## config.mk

```make
export PLATFORM = sky130hd
export DESIGN_NAME = inv_reg_chain
export DESIGN_NICKNAME = d
export VERILOG_FILES = /design/src/rtl/inv_reg_chain_pkg.sv /design/src/rtl/inv_step_counter.sv /design/src/rtl/inv_reg_chain.sv
export SDC_FILE = /design/constraint.sdc
export NUM_CORES = 1
export LEC_CHECK = 0
export BUFFER_PORTS_ARGS = -buffer_cell sky130_fd_sc_hd__buf_2
export CORE_ASPECT_RATIO = 0.9
export CORE_UTILIZATION = 52
export CTS_BUF_LIST = sky130_fd_sc_hd__clkbuf_8
export CTS_CLUSTER_DIAMETER = 120
export DETAILED_ROUTE_END_ITERATION = 16
export PLACE_DENSITY = 0.85
export SLEW_MARGIN = 15
export SYNTH_ARGS = -nofsm -noshare
export SYNTH_HDL_FRONTEND = slang
export SYNTH_SLANG_ARGS = --single-unit
```

## constraint.sdc

```tcl
create_clock -name clk -period 1.44 [get_ports clk]
set_input_delay 0.072 -clock clk [delete_from_list [all_inputs] [get_ports clk]]
set_output_delay 0.072 -clock clk [all_outputs]
set_load 0.02 [all_outputs]
```

## src/rtl/inv_reg_chain_pkg.sv

```systemverilog
// Shared encodings for the inverter register chain: shift-mode codes and
// step-counter FSM states.
package inv_reg_chain_pkg;

    typedef enum logic [1:0] {
        MODE_HOLD   = 2'b00,
        MODE_SHIFT  = 2'b01,
        MODE_ROTATE = 2'b10,
        MODE_WRITE  = 2'b11
    } mode_e;

    typedef enum logic {
        ST_IDLE = 1'b0,
        ST_RUN  = 1'b1
    } state_e;

    // Only SHIFT and ROTATE move data, so only they consume a counted step.
    function automatic logic is_move(input mode_e mode);
        return (mode == MODE_SHIFT) || (mode == MODE_ROTATE);
    endfunction

endpackage

```

## src/rtl/inv_step_counter.sv

```systemverilog
// Counted-run controller: loads a step budget on start, decrements on each
// enabled SHIFT/ROTATE, and raises a one-cycle done when the budget is spent.
module inv_step_counter
    import inv_reg_chain_pkg::*;
#(
    parameter int CNT_W = 8
) (
    input  logic             clk,
    input  logic             rst,
    input  logic             en,
    input  logic             init,
    input  logic [1:0]       mode,
    input  logic             start,
    input  logic [CNT_W-1:0] num_steps,
    output logic             busy,
    output logic             done
);

    state_e           state_q;
    logic [CNT_W-1:0] cnt_q;
    logic             busy_q;
    logic             done_q;
    logic             step_move;

    assign step_move = en && is_move(mode_e'(mode));

    // NOTE: state and outputs share one clocked block with non-blocking
    // assignments only; busy/done are registered so they never glitch.
    always_ff @(posedge clk) begin
        if (rst) begin
            state_q <= ST_IDLE;
            cnt_q   <= '0;
            busy_q  <= 1'b0;
            done_q  <= 1'b0;
        end else begin
            done_q <= 1'b0;
            if (en && init) begin
                state_q <= ST_IDLE;
                cnt_q   <= '0;
                busy_q  <= 1'b0;
            end else if (start) begin
                if (num_steps == '0) begin
                    state_q <= ST_IDLE;
                    cnt_q   <= '0;
                    busy_q  <= 1'b0;
                    done_q  <= 1'b1;
                end else begin
                    state_q <= ST_RUN;
                    cnt_q   <= num_steps;
                    busy_q  <= 1'b1;
                end
            end else if (state_q == ST_RUN && step_move) begin
                cnt_q <= cnt_q - 1'b1;
                if (cnt_q == CNT_W'(1)) begin
                    state_q <= ST_IDLE;
                    busy_q  <= 1'b0;
                    done_q  <= 1'b1;
                end
            end
        end
    end

    assign busy = busy_q;
    assign done = done_q;

endmodule

```

## src/rtl/inv_reg_chain.sv

```systemverilog
// Chain of DEPTH M-bit stages with hold/shift/rotate/write modes, a tap mux
// and a counted-run controller that tracks how many moves have been made.
module inv_reg_chain
    import inv_reg_chain_pkg::*;
#(
    parameter int M     = 16,
    parameter int DEPTH = 4,
    parameter int CNT_W = 8
) (
    input  logic                     clk,
    input  logic                     rst,
    input  logic                     en,
    input  logic                     init,
    input  logic [M-1:0]             reg_init,
    input  logic [M-1:0]             reg_in,
    input  logic [1:0]               mode,
    input  logic [$clog2(DEPTH)-1:0] wr_idx,
    input  logic [$clog2(DEPTH)-1:0] tap_sel,
    input  logic                     start,
    input  logic [CNT_W-1:0]         num_steps,
    output logic [M-1:0]             reg_out,
    output logic [M-1:0]             tap_out,
    output logic                     busy,
    output logic                     done
);

    logic [M-1:0] stage_q [DEPTH];
    logic [M-1:0] stage_d [DEPTH];
    mode_e        mode_v;

    assign mode_v = mode_e'(mode);

    // NOTE: combinational next-state uses blocking assignments and starts
    // from a full default copy, so no path can infer a latch.
    always_comb begin
        stage_d = stage_q;
        if (en && init) begin
            for (int i = 0; i < DEPTH; i++) stage_d[i] = reg_init;
        end else if (en) begin
            case (mode_v)
                MODE_SHIFT: begin
                    stage_d[0] = reg_in;
                    for (int i = 1; i < DEPTH; i++) stage_d[i] = stage_q[i-1];
                end
                MODE_ROTATE: begin
                    stage_d[0] = stage_q[DEPTH-1];
                    for (int i = 1; i < DEPTH; i++) stage_d[i] = stage_q[i-1];
                end
                MODE_WRITE: begin
                    // An index past the last stage matches nothing and writes nothing.
                    for (int i = 0; i < DEPTH; i++)
                        if (int'(wr_idx) == i) stage_d[i] = reg_in;
                end
                default: ;
            endcase
        end
    end

    // NOTE: the stage array is plain flops, not RAM, so it takes the reset
    // like any other register and reads back zero afterwards.
    always_ff @(posedge clk) begin
        if (rst) begin
            for (int i = 0; i < DEPTH; i++) stage_q[i] <= '0;
        end else begin
            stage_q <= stage_d;
        end
    end

    always_comb begin
        tap_out = '0;
        for (int i = 0; i < DEPTH; i++)
            if (int'(tap_sel) == i) tap_out = stage_q[i];
    end

    assign reg_out = stage_q[DEPTH-1];

    inv_step_counter #(
        .CNT_W(CNT_W)
    ) u_step_counter (
        .clk      (clk),
        .rst      (rst),
        .en       (en),
        .init     (init),
        .mode     (mode),
        .start    (start),
        .num_steps(num_steps),
        .busy     (busy),
        .done     (done)
    );

endmodule

```

Word-level counts from Yosys, hierarchy flattened
Index checks and enable logic that the tools add are counted.

storage, ports and cells
  flip-flop bits (word level) = 74
  word-level logic and storage cells = 61

operators by class
  reduce and logical (&&, ||, !) cells = 17
  muxes and demuxes = 22
  eq/ne operators = 14
  add/sub/neg operators = 1

operators with widths
  cell                 number
  $pmux 64 s3          1
  $mux 16              8
  $mux 64              2
  $mux 8               3
  $eq 2x2->1 const B   6
  $ne 3x3->1 const B   4
  $reduce_and 3->1     4
  $eq 8x1->1 const B   1
  $logic_not 8->1      1
  $mux 1               8
  $sub 8x1->8 const B  1
  $eq 2x1->1 const B   3
  $reduce_bool 2->1    3
  $logic_not 2->1      2
  $reduce_bool 4->1    1
  $logic_and 1x1->1    3
  $reduce_and 2->1     1
  $reduce_or 2->1      1
  $logic_or 1x1->1     1

Logic depth before layout (Yosys ltp)
Gate-level depths: netlist of the first run.

  depth in word-level cells = 6
  depth in mapped cells = 9

By module
From an unflattened synthesis of the first run, not the netlist that was laid out.

second synthesis, totals
  cells, all modules = 482
  area, all modules = 4718.3 um^2

by module, submodules not included
  module            seq. area each (um^2)  instances  cells each  area each (um^2)
  inv_reg_chain     1281.2                 1          416         4147.7
  inv_step_counter  200.2                  1          66          570.5

Worst setup path after synthesis of the first run
OpenSTA, ideal clock, no wires.

  path type = input to register
  start point = input mode[0]
  end point = register stage_q[48] in the netlist's numbering
  slack = -10 ps
  data required time = 1370 ps
  stages on the path = 9
  data arrival time = 1380 ps
  library setup time = 70 ps
  cell sequence = inv_1 ha_1 buf_2 nand2b_1 clkbuf_1 buf_2 a221oi_1 or3_1 a21oi_1

on the way
  cells in the longest elaborated chain, start to end = 4

RTL lines
  element                                          RTL line             RTL
  start: declaration                               inv_reg_chain.sv:16  input logic [1:0] mode,
  $eq 2x2->1 / $eq 2x1->1 (equally long branches)  inv_reg_chain.sv:40  case (mode_v)
  $pmux 64 s3                                      inv_reg_chain.sv:40
  $mux 64                                          inv_reg_chain.sv:39  end else if (en) begin
  $mux 64                                          inv_reg_chain.sv:37  if (en && init) begin
  end signal: assignment                           inv_reg_chain.sv:65  stage_q <= stage_d;
  end: declaration                                 inv_reg_chain.sv:27  logic [M-1:0] stage_q [DEPTH];

Several ways; a longest one is shown, not always the timed one. The select of a mux whose other input is x is not followed.
A chain may end at the register's enable or synchronous reset.

Worst setup path after layout of the first run
  start point = register u_step_counter.cnt_q[3]
  end point = register u_step_counter.state_q

on the way
  cells in the longest elaborated chain, start to end = 3

RTL lines
  element                             RTL line                RTL
  start: declaration                  inv_step_counter.sv:20  logic [CNT_W-1:0] cnt_q;
  start signal: assignment            inv_step_counter.sv:49  cnt_q <= num_steps;
  start signal: assignment            inv_step_counter.sv:53  cnt_q <= cnt_q - 1'b1;
  $eq 8x1->1                          inv_step_counter.sv:54  if (cnt_q == CNT_W'(1)) begin
  $reduce_bool 2->1 (no source line)  -
  $reduce_and 2->1 (no source line)   -
  end signal: assignment              inv_step_counter.sv:43  state_q <= ST_IDLE;
  end signal: assignment              inv_step_counter.sv:48  state_q <= ST_RUN;
  end signal: assignment              inv_step_counter.sv:55  state_q <= ST_IDLE;
  end: declaration                    inv_step_counter.sv:19  state_e state_q;

No other way between the ends.

==> results.sh, run 1 <==
export IMPL_antenna_found_initial=0
export IMPL_whs_path_depth=2
export IMPL_layout_commonest_cell="a21oi_1"
export IMPL_synth_area_leader_cell="dfxtp_1"
export IMPL_path_class="reg -> reg"
export IMPL_violations="setup timing"
export IMPL_finClkSkew_ns=0.00799
export IMPL_layout_setup_ws_ns=-0.0580
export IMPL_synth_area_mm2=0.00419
export IMPL_rsz0062_at_grt="yes"
export IMPL_final_cells=700
export IMPL_multiInputGateArea_mm2=0.00240
export IMPL_holdCritStartpoint="start"
export IMPL_synth_seq_cells=74
export IMPL_setup_viol=3
export IMPL_reg2reg_to="u_step_counter.state_q"
export IMPL_outcome="finished with violations"
export IMPL_grt_max_degree=35
export IMPL_hold_worst_slack_ns=0.0394
export IMPL_syn_inst=504
export IMPL_avgSynthCellArea_um2=8.31
export IMPL_syn_nets=559
export IMPL_io_pins=85
export IMPL_gr_total_overflow=0
export IMPL_cts_root_buf="clkbuf_8"
export IMPL_place_area_mm2=0.00486
export IMPL_gp_congestion=0.914
export IMPL_num_nets_final=654
export IMPL_synth_cell_types=39
export IMPL_yosysSeqAreaShare_pct=35.4
export IMPL_cp_end_kind="register"
export IMPL_wirelength_mm=13.1
export IMPL_grt_usage_pct=32.2
export IMPL_regArea_mm2=0.00150
export IMPL_relSlewSlack_pct=72.7
export IMPL_viasPerCell=6.44
export IMPL_min_period_over_period_pct=104
export IMPL_synthToLayoutAreaGrowth_pct=25.2
export IMPL_pre_cts_slack_ns=-0.254
export IMPL_initial_utilization_pct=54.7
export IMPL_switching_share_pct=30.4
export IMPL_setup_tns_ns=-0.117
export IMPL_stdcell_area_mm2=0.00525
export IMPL_numCtsBuffers=9
export IMPL_r2r_start="u_step_counter.cnt_q[3]"
export IMPL_finalHoldViolations=0
export IMPL_p_seq_share_pct=42.7
export IMPL_fin_util_pct=68.5
export IMPL_cap_violations=0
export IMPL_fin_crit_ns=1.50
export IMPL_placedCellCount=676
export IMPL_grt_pass1_wl_mm=20.9
export IMPL_num_rows=30
export IMPL_slew_viol_final=0
export IMPL_grt_pass1_vias=4290
export IMPL_hp_class="in -> reg"
export IMPL_portBuffers=84
export IMPL_r2r_cells=4
export IMPL_p_sw_mw=1.64
export IMPL_fp_dieW_um=96.6
export IMPL_worstPathRequired_ns=1.69
export IMPL_wl_per_cell_um=18.7
export IMPL_critPathArrivalTime_ns=1.75
export IMPL_h_tree_depth=3
export IMPL_dpl_hpwl_mm=8.95
export IMPL_ir_worst_vdd_uv=500
export IMPL_dr_pass1_iters=7
export IMPL_drt_initial_drc_count=428
export IMPL_synth_edf_count=0
export IMPL_clkLatencyLatePin_ns=0.36
export IMPL_max_slew_worst_pin_slew_ns=0.409
export IMPL_dieArea_mm2=0.00842
export IMPL_ant_nets=0
export IMPL_synth_top_area_share_pct=35.4
export IMPL_cts_sinks=74
export IMPL_die_height_um=87.1
export IMPL_final_cell_mix="a21oi_1, buf_2, nand2_1, or3_1, dfxtp_1"
export IMPL_clkPwrFrac_pct=34.3
export IMPL_cts_tree="built"
export IMPL_crit_fanout=2
export IMPL_internal_power_mw=3.74
export IMPL_path_clk_slew_ns=0.08
export IMPL_fillers=584
export IMPL_ys_flop_type="dfxtp_1"
export IMPL_drive_gt1_share_pct=33.9
export IMPL_design_power_total_mw=5.38
export IMPL_clock_path_buffers=2
export IMPL_leakagePower_nw=2.11
export IMPL_max_freq_mhz=668
export IMPL_drc=0
export IMPL_vias=4505
export IMPL_r2r_slack_ns=-0.06
export IMPL_holdPathEnd="u_step_counter.cnt_q[1]"
export IMPL_antenna_cells=0
export IMPL_power_frac_comb_pct=23.1
export IMPL_synthTopCellsByArea="dfxtp_1, a21oi_1, or3_1, mux4_2, nand2_1"
export IMPL_async_flop_share_pct=0
export IMPL_power_density_mw_per_mm2=1030
export IMPL_core_area_mm2=0.00766
export IMPL_cp_start_kind="register"
export IMPL_ys_warn_count=0
## critical path, stage by stage (launching register included)
cell and delay, ns:
dfxtp_1 0.32, or4_4 0.55, nor4b_2 0.23, nand2_1 0.15
o2111a_1 0.14
## power by group through the flow
| stage | Clock, mW | Combinational [mW] | Sequential (mW) |
|---|---|---|---|
| after detailed placement | 0 | 1.15 | 2.33 |
| final | 1.84 | 1.24 | 2.29 |
| after floorplan | 0 | 0.760 | 2.30 |
| after CTS | 1.85 | 1.17 | 2.28 |
| after global routing | 1.94 | 1.34 | 2.31 |
| after global placement | 0 | 1.11 | 2.32 |
## state kept, by name (all words and copies together), names as in the netlist
signal / flops
stage_q: 48
reg_out: 16
u_step_counter.cnt_q: 8
u_step_counter.done: 1
u_step_counter.state_q: 1
## worst max-delay path by stage
stage / from / to / slack, ns / cells past startpoint
floorplan: u_step_counter.cnt_q[3] / u_step_counter.state_q / 0.0001 / 4
global placement: mode[1] / stage_q[46] / -0.19 / 8
detailed placement: mode[1] / stage_q[58] / -0.25 / 8
CTS: reg_out[3] / tap_out[3] / 0.0007 / 2
global route: u_step_counter.cnt_q[3] / u_step_counter.cnt_q[7] / -0.09 / 4
finish: u_step_counter.cnt_q[3] / u_step_counter.state_q / -0.06 / 4
## Yosys cell counts, types with 3 or more instances
master and number:
xnor2_1 5, nand2b_1 3, dfxtp_1 74, o21ai_2 4, buf_2 26, nand2_1 66
clkbuf_1 15, nor2_1 20, a22o_1 16, o21ai_0 5, or3_1 64, a21oi_1 119
buf_4 17, ha_1 4, a221oi_1 16, inv_1 4, mux4_2 16
## repair_timing
action / 4_1_cts / 5_1_grt
pin swaps: 3 / 2
hold buffers: 1 / 0
resized for setup: 9 / 29
hold endpoints to repair: 1 / 0
setup endpoints to repair: 7 / 20
setup buffers: 1 / 6
## logic make-up (layout without fill, tap and decap cells)
family / Yosys count / count (layout) / share of synthesized area (%)
buffers and inverters: 63 / 163 / 8.13
AO/OA/AOI/OAI: 166 / 166 / 23.8
adder cells (fa/ha/maj): 4 / 4 / 1.20
flip-flops: 74 / 74 / 35.4
AND/OR/NAND/NOR: 174 / 174 / 21.5
XOR/XNOR: 7 / 7 / 1.46
multiplexers: 16 / 16 / 8.60
## layer usage
metal,vias up,part of all wire (%),GRT usage (%)
met5,-,0,0
met4,0,2.6,11.2
met3,45,11,7.24
met2,324,47,51.3
met1,2110,40,43.0
li1,2026,-,-
## cell type report
cell class              count  share of cell area [%]
clock buffers               9                    2.36
repair buffers            143                    18.8
well taps                  96                    2.29
multi-input cells         367                    45.7
flip-flops and latches     74                    28.6
clock inverters             7                    1.93
inverters                   4                   0.286
Power figures use the tool's default switching activity.
==> inputs of run 2 (changes only) <==
--- a/config.mk
+++ b/config.mk
@@ -7,11 +7,11 @@
 export LEC_CHECK = 0
 export BUFFER_PORTS_ARGS = -buffer_cell sky130_fd_sc_hd__buf_2
 export CORE_ASPECT_RATIO = 0.9
-export CORE_UTILIZATION = 52
+export CORE_UTILIZATION = 40
 export CTS_BUF_LIST = sky130_fd_sc_hd__clkbuf_8
 export CTS_CLUSTER_DIAMETER = 120
 export DETAILED_ROUTE_END_ITERATION = 16
-export PLACE_DENSITY = 0.85
+export PLACE_DENSITY = 0.7
 export SLEW_MARGIN = 15
 export SYNTH_ARGS = -nofsm -noshare
 export SYNTH_HDL_FRONTEND = slang
==> constraint.sdc (replaced) <==
create_clock -name clk -period 1.44 [get_ports clk]
set_input_delay 0.288 -clock clk [delete_from_list [all_inputs] [get_ports clk]]
set_output_delay 0.288 -clock clk [all_outputs]
set_load 0.02 [all_outputs]
==> run 2 against run 1 <==
Against the previous run:
- the run still ends with setup timing left
- via count fell by 2.1%
- global-route usage fell by 7.5 points
- first-iteration DRC count decreased by 16%
- core utilization fell by 11 points
- worst setup slack got worse by 0.14 ns
- routed wire length about the same
- die area up 29%
- final cell count up 9.7%
- critical endpoint is now tap_out[0]
==> results.sh, run 2 (same netlist as run 1, synthesis figures left out) <==
export IMPL_path_cells="mux4_2 -> buf_6"
export IMPL_p_seq_share_pct=43.4
export IMPL_max_stage_delay_ns=0.51
export IMPL_fp_dieW_um=110
export IMPL_initial_utilization_pct=41.0
export IMPL_layout_setup_ws_ns=-0.197
export IMPL_placedCellCount=711
export IMPL_drc=0
export IMPL_slew_viol_final=0
export IMPL_layout_commonest_cell="a21oi_1"
export IMPL_fin_util_pct=57.2
export IMPL_wl_per_cell_um=17.1
export IMPL_switching_share_pct=31.3
export IMPL_p_sw_mw=1.65
export IMPL_clock_path_buffers=2
export IMPL_fin_crit_ns=1.64
export IMPL_clkPwrFrac_pct=29.1
export IMPL_cts_root_buf="clkbuf_8"
export IMPL_grt_max_degree=65
export IMPL_path_clk_slew_ns=0.09
export IMPL_synthToLayoutAreaGrowth_pct=39.5
export IMPL_h_tree_depth=3
export IMPL_vias=4412
export IMPL_cp_start_kind="register"
export IMPL_leakagePower_nw=2.35
export IMPL_max_freq_mhz=611
export IMPL_worstPathRequired_ns=1.15
export IMPL_min_period_over_period_pct=114
export IMPL_pre_cts_slack_ns=-0.395
export IMPL_power_density_mw_per_mm2=904
export IMPL_violations="setup timing"
export IMPL_clkLatencyLatePin_ns=0.35
export IMPL_antenna_found_initial=1
export IMPL_final_cells=768
export IMPL_drive_gt1_share_pct=48.1
export IMPL_finalHoldViolations=0
export IMPL_dpl_hpwl_mm=8.71
export IMPL_final_cell_mix="a21oi_1, buf_4, buf_2, nand2_1, or3_1"
export IMPL_hp_class="in -> reg"
export IMPL_ir_worst_vdd_uv=520
export IMPL_cts_tree="built"
export IMPL_largest_reg_flops=48
export IMPL_path_class="reg -> out"
export IMPL_setup_viol=22
export IMPL_critPathArrivalTime_ns=1.35
export IMPL_grt_usage_pct=24.8
export IMPL_ant_nets=0
export IMPL_crit_fanout=2
export IMPL_rsz0062_at_grt="yes"
export IMPL_cts_hold_repair_buffers=0
export IMPL_crit_slowest_cell="mux4_2"
export IMPL_gp_congestion=0.867
export IMPL_num_rows=35
export IMPL_wirelength_mm=13.1
export IMPL_numCtsBuffers=9
export IMPL_cts_sinks=74
export IMPL_core_area_mm2=0.0102
export IMPL_die_height_um=99.1
export IMPL_viasPerCell=5.74
export IMPL_fillers=876
export IMPL_max_slew_worst_pin_slew_ns=0.416
export IMPL_finClkSkew_ns=0.0104
export IMPL_num_nets_final=688
export IMPL_cp_end_kind="output pin"
export IMPL_relSlewSlack_pct=72.2
export IMPL_cap_violations=0
export IMPL_grt_pass1_vias=4357
export IMPL_dr_pass1_iters=7
export IMPL_top_register="stage_q"
export IMPL_grt_pass1_wl_mm=21.0
export IMPL_outcome="finished with violations"
export IMPL_portBuffers=84
export IMPL_power_frac_comb_pct=27.5
export IMPL_dieArea_mm2=0.0109
export IMPL_gr_total_overflow=0
export IMPL_internal_power_mw=3.62
export IMPL_io_pins=85
export IMPL_setup_tns_ns=-2.64
export IMPL_drt_initial_drc_count=360
==> run 2: changes by cell type in the layout (fill, tap and decap cells not counted), moves of 6 or more <==
cell     previous run  this run
dfxtp_1            58        17
buf_6               5        22
a21oi_1           118        96
dfxtp_2            16        57
buf_4              57        78
a21oi_2             1        23
buf_2              74        68
==> run 2: worst paths after layout <==
| check | startpoint | endpoint | slack [ns] | cells after the start |
|---|---|---|---|---|
| setup / recovery | reg_out[0] | tap_out[0] | -0.20 | 2 |
| hold reg to reg | stage_q[45] | stage_q[45] | 0.47 | 2 |
| setup reg to reg | u_step_counter.cnt_q[3] | u_step_counter.cnt_q[7] | -0.04 | 4 |
| hold / removal | num_steps[1] | u_step_counter.cnt_q[1] | 0.19 | 3 |
==> run 2: worst max-delay path, delay by kind of cell (launching register included) <==
family                 cells  cell delay, ns
buffers and inverters      1            0.16
DFF                        1            0.33
muxes                      1            0.51
==> run 2: cell type report <==
class / count / area (um^2) / share of cell area (%)
Multi-Input combinational cell: 367 / 2560 / 43.9
Inverter: 4 / 27.5 / 0.471
Antenna cell: 1 / 2.50 / 0.0428
Tap cell: 129 / 161 / 2.76
Clock buffer: 11 / 151 / 2.59
Sequential cell: 74 / 1550 / 26.6
Timing Repair Buffer: 177 / 1350 / 23.2
Clock inverter: 5 / 30.0 / 0.514
==> run 2: per-stage QoR <==
stage	power [mW]	instance area, um^2	hold slack [ns]
6_report	5.28	5840	0.187
5_1_grt	5.53	5840	0.207
4_1_cts	5.20	5650	0.168
3_5_place_dp	3.52	5040	0.462
3_3_place_gp	3.49	5040	0.454
2_1_floorplan	3.12	4370	0.391
==> run 2: what timing repair did <==
action,in CTS,in global routing
gates resized for setup,87,34
gates cloned,0,1
pin swaps,3,11
setup buffers,33,6
endpoints found under the setup margin,21,35
==> run 2: routing by layer <==
metal  wire length [um]  GRT usage [%]
met5                  0              0
met4                242           8.62
met3               1010           6.68
met2               6310           39.6
met1               5540           32.0
==> run 2: power by group through the flow <==
| stage | clock (mW) | sequential [mW] | combinational (mW) |
|---|---|---|---|
| after CTS | 1.56 | 2.28 | 1.36 |
| after floorplan | 0 | 2.30 | 0.820 |
| final | 1.54 | 2.29 | 1.45 |
| after global placement | 0 | 2.33 | 1.17 |
| after detailed placement | 0 | 2.33 | 1.19 |
| after global routing | 1.66 | 2.30 | 1.57 |
